<file path="src/rtl/accum_unit.sv">
// Command-driven accumulator front-end for a 4-bit two's-complement add/sub datapath.
// Commands queue in a small FIFO and execute one per cycle; overflow can optionally halt execution.

module accum_addsub (
  input  logic [3:0] a,
  input  logic [3:0] b,
  input  logic       c0,
  output logic [3:0] s,
  output logic       ovf
);
  logic [3:0] b_x;
  logic [4:0] sum;

  assign b_x = b ^ {4{c0}};
  assign sum = {1'b0, a} + {1'b0, b_x} + {4'b0000, c0};
  assign s   = sum[3:0];
  // Signed overflow: both operands share a sign that the result does not.
  assign ovf = (a[3] == b_x[3]) && (s[3] != a[3]);
endmodule

module accum_unit #(
  parameter int DEPTH       = 4,
  parameter bit HALT_ON_OVF = 1'b1
) (
  input  logic       clk,
  input  logic       rst,
  input  logic       in_valid,
  output logic       in_ready,
  input  logic [1:0] in_op,
  input  logic [3:0] in_data,
  input  logic       clr_ovf,
  output logic [3:0] acc,
  output logic       res_valid,
  output logic       res_ovf,
  output logic       ovf_flag,
  output logic       halted
);
  localparam int PW = $clog2(DEPTH);
  localparam int CW = PW + 1;

  localparam logic [1:0] OP_LOAD  = 2'b00;
  localparam logic [1:0] OP_ADD   = 2'b01;
  localparam logic [1:0] OP_SUB   = 2'b10;
  localparam logic [1:0] OP_CLEAR = 2'b11;

  typedef enum logic [1:0] {
    S_IDLE = 2'd0,
    S_RUN  = 2'd1,
    S_HALT = 2'd2
  } state_t;

  state_t        state_q, state_d;
  logic [5:0]    mem_q [DEPTH];
  logic [PW-1:0] wr_ptr_q, wr_ptr_d;
  logic [PW-1:0] rd_ptr_q, rd_ptr_d;
  logic [CW-1:0] count_q, count_d;
  logic [3:0]    acc_q, acc_d;
  logic          res_valid_q, res_valid_d;
  logic          res_ovf_q, res_ovf_d;
  logic          ovf_flag_q, ovf_flag_d;
  logic          halted_q, halted_d;
  logic          in_ready_q, in_ready_d;

  logic          push_s, pop_s;
  logic [5:0]    head_s;
  logic [1:0]    head_op_s;
  logic [3:0]    head_data_s;
  logic          as_sub_s;
  logic [3:0]    as_sum_s;
  logic          as_ovf_s;
  logic [3:0]    op_result_s;
  logic          op_ovf_s;

  assign head_s      = mem_q[rd_ptr_q];
  assign head_op_s   = head_s[5:4];
  assign head_data_s = head_s[3:0];
  assign as_sub_s    = (head_op_s == OP_SUB);

  accum_addsub u_addsub (
    .a   (acc_q),
    .b   (head_data_s),
    .c0  (as_sub_s),
    .s   (as_sum_s),
    .ovf (as_ovf_s)
  );

  always_comb begin
    push_s = in_valid && (count_q < CW'(DEPTH));
    pop_s  = (state_q == S_RUN) && (count_q != {CW{1'b0}});

    case (head_op_s)
      OP_LOAD:  begin op_result_s = head_data_s; op_ovf_s = 1'b0;     end
      OP_ADD:   begin op_result_s = as_sum_s;    op_ovf_s = as_ovf_s; end
      OP_SUB:   begin op_result_s = as_sum_s;    op_ovf_s = as_ovf_s; end
      OP_CLEAR: begin op_result_s = 4'b0000;     op_ovf_s = 1'b0;     end
      default:  begin op_result_s = 4'b0000;     op_ovf_s = 1'b0;     end
    endcase

    acc_d    = pop_s  ? op_result_s         : acc_q;
    wr_ptr_d = push_s ? (wr_ptr_q + PW'(1)) : wr_ptr_q;
    rd_ptr_d = pop_s  ? (rd_ptr_q + PW'(1)) : rd_ptr_q;

    case ({push_s, pop_s})
      2'b10:   count_d = count_q + CW'(1);
      2'b01:   count_d = count_q - CW'(1);
      default: count_d = count_q;
    endcase

    // A set from an executing overflow takes priority over a same-cycle clear.
    if (pop_s && op_ovf_s) begin
      ovf_flag_d = 1'b1;
    end else if (clr_ovf) begin
      ovf_flag_d = 1'b0;
    end else begin
      ovf_flag_d = ovf_flag_q;
    end

    case (state_q)
      S_IDLE: begin
        state_d = (count_d != {CW{1'b0}}) ? S_RUN : S_IDLE;
      end
      S_RUN: begin
        if (pop_s && op_ovf_s && HALT_ON_OVF) begin
          state_d = S_HALT;
        end else if (count_d == {CW{1'b0}}) begin
          state_d = S_IDLE;
        end else begin
          state_d = S_RUN;
        end
      end
      S_HALT: begin
        if (clr_ovf) begin
          state_d = (count_d != {CW{1'b0}}) ? S_RUN : S_IDLE;
        end else begin
          state_d = S_HALT;
        end
      end
      default: state_d = S_IDLE;
    endcase

    res_valid_d = pop_s;
    res_ovf_d   = pop_s && op_ovf_s;
    halted_d    = (state_d == S_HALT);
    in_ready_d  = (count_d < CW'(DEPTH));
  end

  // FIFO storage; contents need no reset since count gates every read.
  always_ff @(posedge clk) begin
    if (push_s) begin
      mem_q[wr_ptr_q] <= {in_op, in_data};
    end
  end

  // Control state, pointers, accumulator and registered outputs.
  always_ff @(posedge clk) begin
    if (rst) begin
      state_q     <= S_IDLE;
      wr_ptr_q    <= {PW{1'b0}};
      rd_ptr_q    <= {PW{1'b0}};
      count_q     <= {CW{1'b0}};
      acc_q       <= 4'b0000;
      res_valid_q <= 1'b0;
      res_ovf_q   <= 1'b0;
      ovf_flag_q  <= 1'b0;
      halted_q    <= 1'b0;
      in_ready_q  <= 1'b1;
    end else begin
      state_q     <= state_d;
      wr_ptr_q    <= wr_ptr_d;
      rd_ptr_q    <= rd_ptr_d;
      count_q     <= count_d;
      acc_q       <= acc_d;
      res_valid_q <= res_valid_d;
      res_ovf_q   <= res_ovf_d;
      ovf_flag_q  <= ovf_flag_d;
      halted_q    <= halted_d;
      in_ready_q  <= in_ready_d;
    end
  end

  assign acc       = acc_q;
  assign res_valid = res_valid_q;
  assign res_ovf   = res_ovf_q;
  assign ovf_flag  = ovf_flag_q;
  assign halted    = halted_q;
  assign in_ready  = in_ready_q;
endmodule

</file>
<file path="config.mk">
export PLATFORM = sky130hd
export DESIGN_NAME = accum_unit
export DESIGN_NICKNAME = d
export VERILOG_FILES = /design/src/rtl/accum_unit.sv
export SDC_FILE = /design/constraint.sdc
export NUM_CORES = 1
export LEC_CHECK = 0
export CAP_MARGIN = 25
export CORE_AREA = 2 2 78 65
export CTS_CLUSTER_SIZE = 12
export DETAILED_ROUTE_END_ITERATION = 6
export DIE_AREA = 0 0 80 67
export PLACE_DENSITY_LB_ADDON = 0.25
export SLEW_MARGIN = 25
export SYNTH_ARGS = -nofsm -noshare
export SYNTH_HDL_FRONTEND = slang
export SYNTH_SLANG_ARGS = --single-unit
</file>
<file path="constraint.sdc">
create_clock -name clk -period 3 [get_ports clk]
set_input_delay 0.75 -clock clk [delete_from_list [all_inputs] [get_ports clk]]
set_output_delay 0.75 -clock clk [all_outputs]
set_load 0.03 [all_outputs]
</file>
Word-level counts from Yosys, hierarchy flattened
Memories as Yosys holds them, arrays and structs flattened. A register that Yosys moved wholly into a read port is not among the register bits.
Cells that the tools add are included.
{ "totals": {"elab_cells": 56, "inputBits": 10, "output_inout_bits": 9, "ram_bits": 24, "rom_bits": 0, "latchBits": 0, "mem_count": 1, "regBits": 18} }
{ "memory_table": {"columns": ["name", "depth", "width", "read_ports", "rd_ports_with_merged_regs", "wr", "line_no", "source"], "rows": [
  ["mem_q", 4, 6, 1, 1, 1, "53", "logic [5:0] mem_q [DEPTH];"]
]} }
{ "classes": {"n_reduce_logical": 12, "add_sub_neg": 6, "n_mul": 0, "n_eq_ne": 10, "bitwise_logic": 1, "mux": 14, "magnitude_cmp": 2, "shift": 0, "n_div": 0} }
{ "ops": {"columns": ["op", "n"], "rows": [
  ["$pmux W4 S3", 1],
  ["$eq A2 B2 Y1 const B", 5],
  ["$mux W2", 4],
  ["$eq A2 B1 Y1 const B", 3],
  ["$lt A3 B3 Y1 const B", 2],
  ["$mux W1", 6],
  ["$pmux W2 S3", 1],
  ["$pmux W3 S2", 1],
  ["$reduce_bool A3 Y1", 2],
  ["$add A2 B1 Y2 const B", 2],
  ["$add A4 B1 Y4", 1],
  ["$add A4 B4 Y4", 1],
  ["$logic_and A1 B1 Y1", 4],
  ["$logic_not A2 Y1", 2],
  ["$reduce_or A2 Y1", 2],
  ["$xor A4 B4 Y4", 1],
  ["$add A3 B1 Y3 const B", 1],
  ["$logic_not A3 Y1", 1],
  ["$sub A3 B1 Y3 const B", 1],
  ["$pmux W1 S2", 1],
  ["$reduce_bool A2 Y1", 1],
  ["$eq A1 B1 Y1", 1],
  ["$ne A1 B1 Y1", 1]
]} }

Logic depth before layout (Yosys ltp)
Gate-level depths: netlist of run 1.
{ "depth": {"ltp_word": 11, "ltp_mapped": 12, "mapped_depth_nobuf": 10} }

Hierarchy
From an unflattened synthesis of run 1, not the netlist that was laid out.
{ "hier_totals": {"cells_unflattened": 155, "hier_area_um2": 2031.9} }
{ "by_module_without_submodules": {"columns": ["module", "instances", "seq_area_each_um2", "area_each_um2", "cells_per_inst"], "rows": [
  ["accum_unit", 1, 1121.1, 1874.3, 139],
  ["accum_addsub", 1, 0.0, 157.7, 16]
]} }

Least setup slack after synthesis of run 1
Ideal clock, no wire load.
{ "synth_timing": {"path_kind": "reg-to-reg", "from": "reg (tool-made name)", "to": "reg halted_q, in the netlist halted", "setup_slack_ns": 0.122, "required_time_ns": 2.905, "arrival_ns": 2.782, "period_less_slack_ns": 2.878, "stages_incl_launch_ff": 12, "path_cell_list": "dfxtp_1 buf_6 mux4_1 ha_1 buf_4 xor2_1 ha_1 nand4_1 mux2_2 o311a_1 mux2i_2 a221oi_1"} }
{ "synth_rtl": {"columns": ["element", "line_no", "source"], "rows": [
  ["to (signal assigned)", "176", "halted_q <= halted_d;"],
  ["to (decl)", "61", "logic halted_q, halted_d;"]
]} }

==> run metrics, run 1 <==
FFs w/ async S/R, synth 0; Main synth FF type edfxtp_1; CP top delay family multiplexers; routability-driven placement congestion ratio 0.824; power share of the clock group 0.160; hold crit path type reg2reg; H-tree depth 2; maximum clock frequency 0.351 GHz; WL final 3460 um; worst slew pin tran 762 ps; antenna fix cells 0; via count 1216; vias in the first global route 1170; Slew Viols, Final 0; Clock Path Buffers 2; Simple-Gate Fraction of Synth Area 0.102; CP startpoint kind flop; Overflow after GRT 0; multi-input logic area 816 um2; status finished, final reports clean; die height 67 um; Row Count 22; number of flops mapped to enable cells by yosys 24; DRT antenna net count 0; post-synthesis mux area share 0.107; Post-Layout Cell Count 239; Placed Cells 231; GRT Overall Usage 0.144; post-synthesis sequential area ratio 0.563; #FFs+latches synth 44; Die Wd 80 um; pin count of the biggest net entering global routing 21; CP Class reg2reg; first-pass GRT wire length 5580 um; post-CTS sizing 0; total power 0.00234 W; CTS tree done; most common cell in the netlist edfxtp_1; post-synth cell types 36; final hold violation count 0; layout cells sized above 1 0.134; die footprint 5360 um2; post-synth top area share 0.362; Avg WL per Cell 14.5 um; Max FO, Critical Path 5; max incr delay on CP 580 ps; crit path time final 2850 ps; critical path's most frequent cell ha_2; drt drc 0; synth-to-layout area growth 18.2%; Req. time, crit path 3200 ps; Post CTS Setup Buffer Count 0; Synth area leaders edfxtp_1 36%, dfxtp_1 20%, ha_1 5.7%; vias per std cell 5.09; P_sw 0.000883 W; CP cell instances mux4_1, ha_2, xor2_1, ha_2, nand4_1, mux2_2, o311a_1, mux2i_4, a221oi_1; P_int 0.00145 W; Post-Route Setup TNS 0 ps; Port Buf Inserts 18; Starting Density 0.441; Reg area 1120 um2; initial drt markers 44; Worst path slowest cell mux4_1; clk_lat worst skew 300 ps; Setup Skew 5.83 ps; CTS Root Cell clkbuf_8; CTS Hold Bufs 0; Post-Syn Area per Cell 12.9 um2; max-cap violation count 0; Mapped Cells 154; Static Leakage 0.847 nW; CTS Buf Count 5; First-pass DRT Iterations 5; # IOs 19; crit path DAT 3050 ps; Final setup viols 0; Buf/Inv on CP 0; fin crit share 0.951; Worst slew margin 0.490; core area 4510 um2; antenna violations before repair 0; crit path capture type flop; peak supply drop 0.364 mV; clock-pin slew on the worst setup and hold paths 90 ps; Synth area leader edfxtp_1; syn_nets 175; Post-Synth Adder-Cell Area 0.0766; Comb power frac 0.474; Yosys warnings 0; main combinational cell family by area after synthesis multiplexers; xor/xnor cell area share of the yosys netlist 0.0528; final core utilization 0.522; Synth top cells by count 24 x edfxtp_1, 20 x dfxtp_1, 16 x nor2_1; sequential power share 0.365; PwrDens 992 nW/um2; hpwl dp 2530 um; Final Net Count 199; unrepaired setup endpoints after global routing no; final hold slack 483 ps; Compound-Gate Fraction of Synth Area 0.0653; clk sinks 44; sw frac 0.378; mapped cell area 1990 um2; fillcell total 408
==> registers in the layout (all words and copies together) (netlist names), 2 cells and up, named ones only <==
register and cells:
state_q 2, count_q 3, wr_ptr_q 2, rd_ptr_q 2
acc 4, mem_q 24
==> worst paths after layout <==
| kind | from | to | slack (ps) | cells past startpoint |
|---|---|---|---|---|
| setup / recovery | flop | state_q[1]$_SDFF_PP0_ | 150 | 9 |
| hold / removal | ovf_flag$_SDFFE_PP0P_ | ovf_flag$_SDFFE_PP0P_ | 480 | 2 |
| setup reg to reg | flop | state_q[1]$_SDFF_PP0_ | 150 | 9 |
| hold reg to reg | ovf_flag$_SDFFE_PP0P_ | ovf_flag$_SDFFE_PP0P_ | 480 | 2 |
==> stage by stage <==
step                      setup WS (ps)  cell area (um2)
final                               148             2350
after global routing               18.6             2350
after CTS                          43.0             2340
after detailed placement          -20.0             2250
after global placement             82.1             2250
after floorplan                     122             1990
==> final cells by class <==
class,instances,share of cell area
inverter,7,0.0112
multi-input combinational,96,0.346
clock buffer,5,0.0292
sequential,44,0.477
tap,60,0.0319
timing repair buffer,24,0.0956
clock inverter,3,0.00903
==> tightest hold or removal path: stages, from the launching register on <==
cell and delay [ps]:
dfxtp_1 320, nand2b_1 60, a21oi_1 60
==> cells by family (layout without fill, tap and decap cells) <==
logic type / after synthesis / after routing
flops: 44 / 44
simple gates: 40 / 40
compound gates: 20 / 20
buf+inv: 14 / 39
mux: 13 / 13
xor+xnor: 12 / 12
fa+ha+maj: 11 / 11
==> power groups by stage <==
stage	Clock, W	Sequential (W)	Combinational, W
2_1_floorplan	0	0.000914	0.000752
3_3_place_gp	0	0.000856	0.00104
3_5_place_dp	0	0.000866	0.00108
4_1_cts	0.000386	0.000852	0.00109
5_1_grt	0.000408	0.000870	0.00123
6_report	0.000375	0.000854	0.00111
==> placed cells by master (no fill, tap or decap), types with 2 or more instances in the layout <==
master | Yosys | final
a211oi_1 | 3 | 3
a21oi_1 | 7 | 7
a221oi_1 | 2 | 2
and2_1 | 4 | 4
buf_4 | 1 | 6
clkbuf_8 | 0 | 5
clkdlybuf4s50_1 | 0 | 18
dfxtp_1 | 20 | 19
edfxtp_1 | 24 | 24
fa_1 | 2 | 2
ha_1 | 9 | 7
ha_2 | 0 | 2
inv_1 | 7 | 7
mux2_2 | 2 | 2
mux2i_1 | 5 | 5
mux4_1 | 4 | 3
mux4_2 | 1 | 2
nand2_1 | 5 | 5
nand2b_1 | 4 | 4
nand4_1 | 2 | 2
nor2_1 | 16 | 16
nor2b_1 | 3 | 3
nor3_1 | 2 | 2
o21ai_0 | 3 | 3
xnor2_1 | 7 | 7
xor2_1 | 5 | 5
==> layer usage <==
metal | part of all wire | routed length [um] | vias up | track usage
li1 | - | - | 603 | -
met1 | 0.46 | 1590 | 586 | 0.175
met2 | 0.49 | 1700 | 20 | 0.241
met3 | 0.029 | 101 | 7 | 0.0407
met4 | 0.017 | 59 | 0 | 0.0572
met5 | 0 | 0 | - | 0
(Power assumes the default switching activity.)
==> inputs of run 2 (changes only) <==
Clock period 3 ns to 3.15 ns, I/O delays scaled along.
==> run 2 against run 1 <==
  * Sequential power decreased by 4.0%
  * Sequential cell count unchanged
  * Die area unchanged
  * Maximum frequency decreased by 5.0%
  * Clock skew decreased by 2.2 ps
  * Critical path type unchanged
  * Final cell count increased by 0.42%
  * Worst hold slack got worse by 7.2 ps
  * Clock-buffer cell count unchanged
  * Sequential share of layout area decreased by 0.67 points
  * Largest cell class unchanged
  * Critical path depth increased by 1
==> run metrics, run 2 (synthesis gave the netlist of run 1 again) <==
via count 1252 (+3.0%); max reg flops 24 (unchanged); unrepaired setup endpoints after global routing no; Max FO, Critical Path 6 (+1); Starting Density 0.441 (unchanged); commonest cells after routing, fill and taps aside 24 x edfxtp_1, 19 x dfxtp_1, 18 x clkdlybuf4s50_1; CP startpoint kind flop; crit path DAT 3200 ps (+150 ps); vias in the first global route 1223 (+4.5%); worst slew pin tran 717 ps (-45.0 ps); CTS Buf Count 5 (unchanged); CTS Root Cell clkbuf_8; First-pass DRT Iterations 4 (-1); most flop-heavy register mem_q; Static Leakage 0.871 nW (+2.9%); Final Net Count 200 (+0.50%); drt drc 0 (unchanged); routability-driven placement congestion ratio 0.946 (+15%); Worst slew margin 0.521 (+0.0301); Die Wd 80 um (unchanged); vias per std cell 5.22 (+2.5%); max-cap violation count 0 (unchanged); peak supply drop 0.376 mV (+3.1%); Setup Skew 3.66 ps (-2.17 ps); CP Class reg2reg; Clock Path Buffers 2 (unchanged); Port Buf Inserts 18 (unchanged); WL final 3570 um (+3.2%); crit path capture type flop; status finished, final reports clean; clk sinks 44 (unchanged); clock-pin slew on the worst setup and hold paths 90 ps (about the same); die footprint 5360 um2 (unchanged); antenna violations before repair 0 (unchanged); fin crit share 0.953 (+0.00247); PwrDens 984 nW/um2 (-0.78%); Avg WL per Cell 14.9 um (+2.8%); Req. time, crit path 3350 ps (+150 ps); Row Count 22 (unchanged); final core utilization 0.529 (+0.00748); core area 4510 um2 (unchanged); total power 0.00235 W (+0.65%); clk_lat worst skew 300 ps (about the same); die height 67 um (unchanged); final hold slack 476 ps (-7.25 ps); first-pass GRT wire length 5860 um (+5.1%); DRT antenna net count 0 (unchanged); Final setup viols 0 (unchanged); fillcell total 402 (-1.5%); # IOs 19 (unchanged); crit path time final 3000 ps (+150 ps); hold crit path type reg2reg; CTS tree done; commonest non-fill, non-tap cell in the layout edfxtp_1; Slew Viols, Final 0 (unchanged); pin count of the biggest net entering global routing 21 (unchanged); Post-Route Setup TNS 0 ps (unchanged); maximum clock frequency 0.333 GHz (-5.0%); hpwl dp 2570 um (+1.9%); antenna fix cells 0 (unchanged); layout cells sized above 1 0.128 (-0.00630); H-tree depth 2 (unchanged); Overflow after GRT 0 (unchanged); final hold violation count 0 (unchanged); GRT Overall Usage 0.150 (+0.00644); synth-to-layout area growth 19.9%; initial drt markers 73 (+66%)
## run 2: changes by cell type in the layout (fill, tap and decap cells not counted), sizes merged
cell      change
bufinv        +1
buf           +1
clkinvlp      -1
## run 2: final timing paths
kind / slack (ps) / start / cells after the start / endpoint
worst max-delay path: 150 / flop / 10 / state_q[1]$_SDFF_PP0_
worst min-delay path: 480 / ovf_flag$_SDFFE_PP0P_ / 2 / ovf_flag$_SDFFE_PP0P_
worst max register to register: 150 / flop / 10 / state_q[1]$_SDFF_PP0_
worst min register to register: 480 / ovf_flag$_SDFFE_PP0P_ / 2 / ovf_flag$_SDFFE_PP0P_
## run 2: worst max-delay path: stages, from the launching register on
cell and delay (ps):
dfxtp_2 380, mux4_1 560, inv_1 100, ha_2 260, xor2_1 110, ha_1 390
nand4_1 140, mux2_2 290, o311a_1 180, mux2i_4 230, a221oi_1 270
## run 2: routing by layer
layer  share of wire  routed length [um]  up-vias  global-route usage
met5               0                   0        -                   0
met4           0.015                  55        0              0.0932
met3           0.052                 185        6              0.0379
met2            0.47                1690       29               0.229
met1            0.46                1640      612               0.191
li1                -                   -      605                   -
## run 2: cell type report
cell class | instances | area [um2] | area share
Inverter | 7 | 26.3 | 0.0110
Clock inverter | 3 | 46.3 | 0.0194
Multi-Input combinational cell | 96 | 817 | 0.342
Timing Repair Buffer | 25 | 233 | 0.0974
Clock buffer | 5 | 68.8 | 0.0288
Tap cell | 60 | 75.1 | 0.0314
Sequential cell | 44 | 1120 | 0.470
## run 2: repair_timing
| action | CTS | global route |
|---|---|---|
| setup buffers | 0 | 1 |
| gates resized for setup | 0 | 3 |
| setup endpoints to repair | 0 | 5 |
| hold buffers | 0 | 0 |
## run 2: metrics by stage
stage                     cell area, um2  worst slack [ps]  cells
final                               2390               148    240
after global placement              2250               124    231
after global routing                2390              26.0    240
after floorplan                     1990               272    154
after CTS                           2370              47.0    239
after detailed placement            2250              80.3    231
## run 2: power by group
| part | internal, W | leakage (nW) | total [W] | switching, W |
|---|---|---|---|---|
| Sequential | 0.000730 | 0.384 | 0.000820 | 0.0000901 |
| Combinational | 0.000514 | 0.433 | 0.00109 | 0.000571 |
| Clock | 0.000239 | 0.0548 | 0.000445 | 0.000207 |
==> inputs of run 3 (changes only) <==
Settings changed: SETUP_SLACK_MARGIN set to 0.1, SLEW_MARGIN 25 to 10.
==> run 3 against run 2 <==
  * Register-to-register slack improved by 70 ps
  * Combinational power about the same
  * Clock power about the same
  * Setup slack improved by 68 ps
  * Global-route usage unchanged
  * Sequential power about the same
  * Worst hold slack about the same
  * First-iteration DRC count decreased by 16%
  * Clock skew about the same
  * Die area unchanged
  * Maximum frequency increased by 2.3%
  * Largest power group unchanged
==> run metrics, run 3 (synthesis gave the netlist of run 1 again) <==
Placed Cells 231 (unchanged); Hold Path Origin ovf_flag$_SDFFE_PP0P_; P_int 0.00149 W (+0.52%); # IOs 19 (unchanged); Worst slew margin 0.521 (about the same); hold crit path type reg2reg; Hold Crit Depth 2 (unchanged); layout cells sized above 1 0.139 (+0.0111); pin count of the biggest net entering global routing 21 (unchanged); via count 1226 (-2.1%); Setup WS pre-CTS 80.3 ps (unchanged); clk sinks 44 (unchanged); commonest non-fill, non-tap cell in the layout edfxtp_1; Avg WL per Cell 14.8 um (-0.64%); fillcell total 403 (+0.25%); Slew Viols, Final 0 (unchanged); Placed Area 2250 um2 (unchanged); Reg2Reg Setup Slack 220 ps (+70 ps); initial drt markers 61 (-16%); maximum clock frequency 0.341 GHz (+2.3%); Hold Crit Endpoint ovf_flag$_SDFFE_PP0P_; First-pass DRT Iterations 4 (unchanged); Worst R2R Path Depth 9 (-1); unrepaired setup endpoints after global routing no; Max FO, Critical Path 5 (-1); multi-input logic area 823 um2 (+0.77%); vias per std cell 5.11 (-2.1%); Port Buf Inserts 18 (unchanged); CP startpoint kind flop; Starting Density 0.441 (unchanged); routability-driven placement congestion ratio 0.946 (unchanged); antenna fix cells 0 (unchanged); CTS Hold Bufs 0 (unchanged); CTS Root Cell clkbuf_8; Static Leakage 0.869 nW (-0.32%); Clock Path Buffers 2 (unchanged); crit path DAT 3130 ps (-70 ps); P_sw 0.000874 W (+0.75%); Row Count 22 (unchanged); max-cap violation count 0 (unchanged); clk_lat worst skew 300 ps (about the same); H-tree depth 2 (unchanged); Die Wd 80 um (unchanged); Req. time, crit path 3350 ps (about the same); CP Class reg2reg; WL final 3550 um (-0.64%); synth-to-layout area growth 20.2%; vias in the first global route 1223 (unchanged); core area 4510 um2 (unchanged); CTS Buf Count 5 (unchanged); DRT antenna net count 0 (unchanged); final hold violation count 0 (unchanged); status finished, final reports clean; Setup Skew 3.68 ps (+0.0240 ps); max reg flops 24 (unchanged); sequential power share 0.347 (-0.002); Comb power frac 0.465 (+0.003); Post-Route Setup TNS 0 ps (unchanged); GRT Overall Usage 0.150 (unchanged); crit path capture type flop; drt drc 0 (unchanged); Final setup viols 0 (unchanged); die footprint 5360 um2 (unchanged); crit path time final 2930 ps (-68.5 ps); sw frac 0.370 (+0.000541); PwrDens 987 nW/um2 (+0.34%); antenna violations before repair 0 (unchanged); most flop-heavy register mem_q; Overflow after GRT 0 (unchanged); setup slack after layout 216 ps (+68.5 ps); commonest cells after routing, fill and taps aside 24 x edfxtp_1, 19 x dfxtp_1, 18 x clkdlybuf4s50_1; final hold slack 476 ps (-0.0210 ps); peak supply drop 0.376 mV (+0.13%); power share of the clock group 0.188 (-0.002); worst slew pin tran 717 ps (-0.103 ps); r2r endpoint state_q[1]$_SDFF_PP0_; clock-pin slew on the worst setup and hold paths 90 ps (about the same); Post-Layout Cell Count 240 (unchanged); fin crit share 0.931 (-0.0217); CTS tree done; Reg area 1120 um2 (unchanged); Final Net Count 200 (unchanged); die height 67 um (unchanged); hpwl dp 2570 um (unchanged); Design Area, Final 2390 um2 (+0.26%); first-pass GRT wire length 5860 um (unchanged)
## run 3: changes by cell type in the layout (fill, tap and decap cells not counted)
cell / before / now
ha_2: 1 / 0
ha_4: 0 / 1
inv_1: 7 / 6
inv_2: 0 / 1
mux4_1: 4 / 3
mux4_2: 1 / 2
## run 3: layout make-up
| class | instances | share of cell area |
|---|---|---|
| multi-input combinational | 96 | 0.344 |
| timing repair buffer | 25 | 0.0972 |
| tap | 60 | 0.0313 |
| inverter | 7 | 0.0110 |
| sequential | 44 | 0.469 |
| clock inverter | 3 | 0.0193 |
| clock buffer | 5 | 0.0287 |
## run 3: through the flow
stage	util	power (W)
3_5_place_dp	0.499	0.00187
6_report	0.530	0.00236
5_1_grt	0.530	0.00252
2_1_floorplan	-	0.00159
4_1_cts	0.525	0.00232
3_3_place_gp	0.499	0.00181
## run 3: worst max-delay path: stages (launching register included)
cell and delay (ps):
dfxtp_2 380, buf_4 140, mux4_1 630, xor2_1 200, ha_1 380, nand4_1 130, mux2_2 290, o311a_1 180
mux2i_4 230, a221oi_1 270
## run 3: power groups by stage
stage          logic, W  clock network [W]  registers (W)
6_report        0.00110           0.000445       0.000820
5_1_grt         0.00120           0.000479       0.000837
4_1_cts         0.00105           0.000454       0.000819
3_5_place_dp    0.00104                  0       0.000832
3_3_place_gp   0.000991                  0       0.000818
2_1_floorplan  0.000716                  0       0.000870
## run 3: worst max path at each step
stage | startpoint | to | slack [ps]
global route | flop | state_q[1]$_SDFF_PP0_ | 100
global placement | in_valid | state_q[0]$_SDFF_PP0_ | 120
finish | flop | state_q[1]$_SDFF_PP0_ | 220
detailed placement | in_valid | state_q[0]$_SDFF_PP0_ | 80
CTS | flop | state_q[1]$_SDFF_PP0_ | 120
floorplan | flop | halted$_SDFF_PP0_ | 270
## run 3: per-layer routing
layer,GRT usage,vias to the layer above,part of all wire
met2,0.229,16,0.47
met3,0.0379,8,0.025
met4,0.0932,0,0.028
met5,0,-,0
met1,0.191,601,0.48
li1,-,601,-
## run 3: timing repair
item	CTS	global route
setup buffers	0	1
resized for setup	1	5
setup endpoints to repair	3	5
pin swaps	0	1
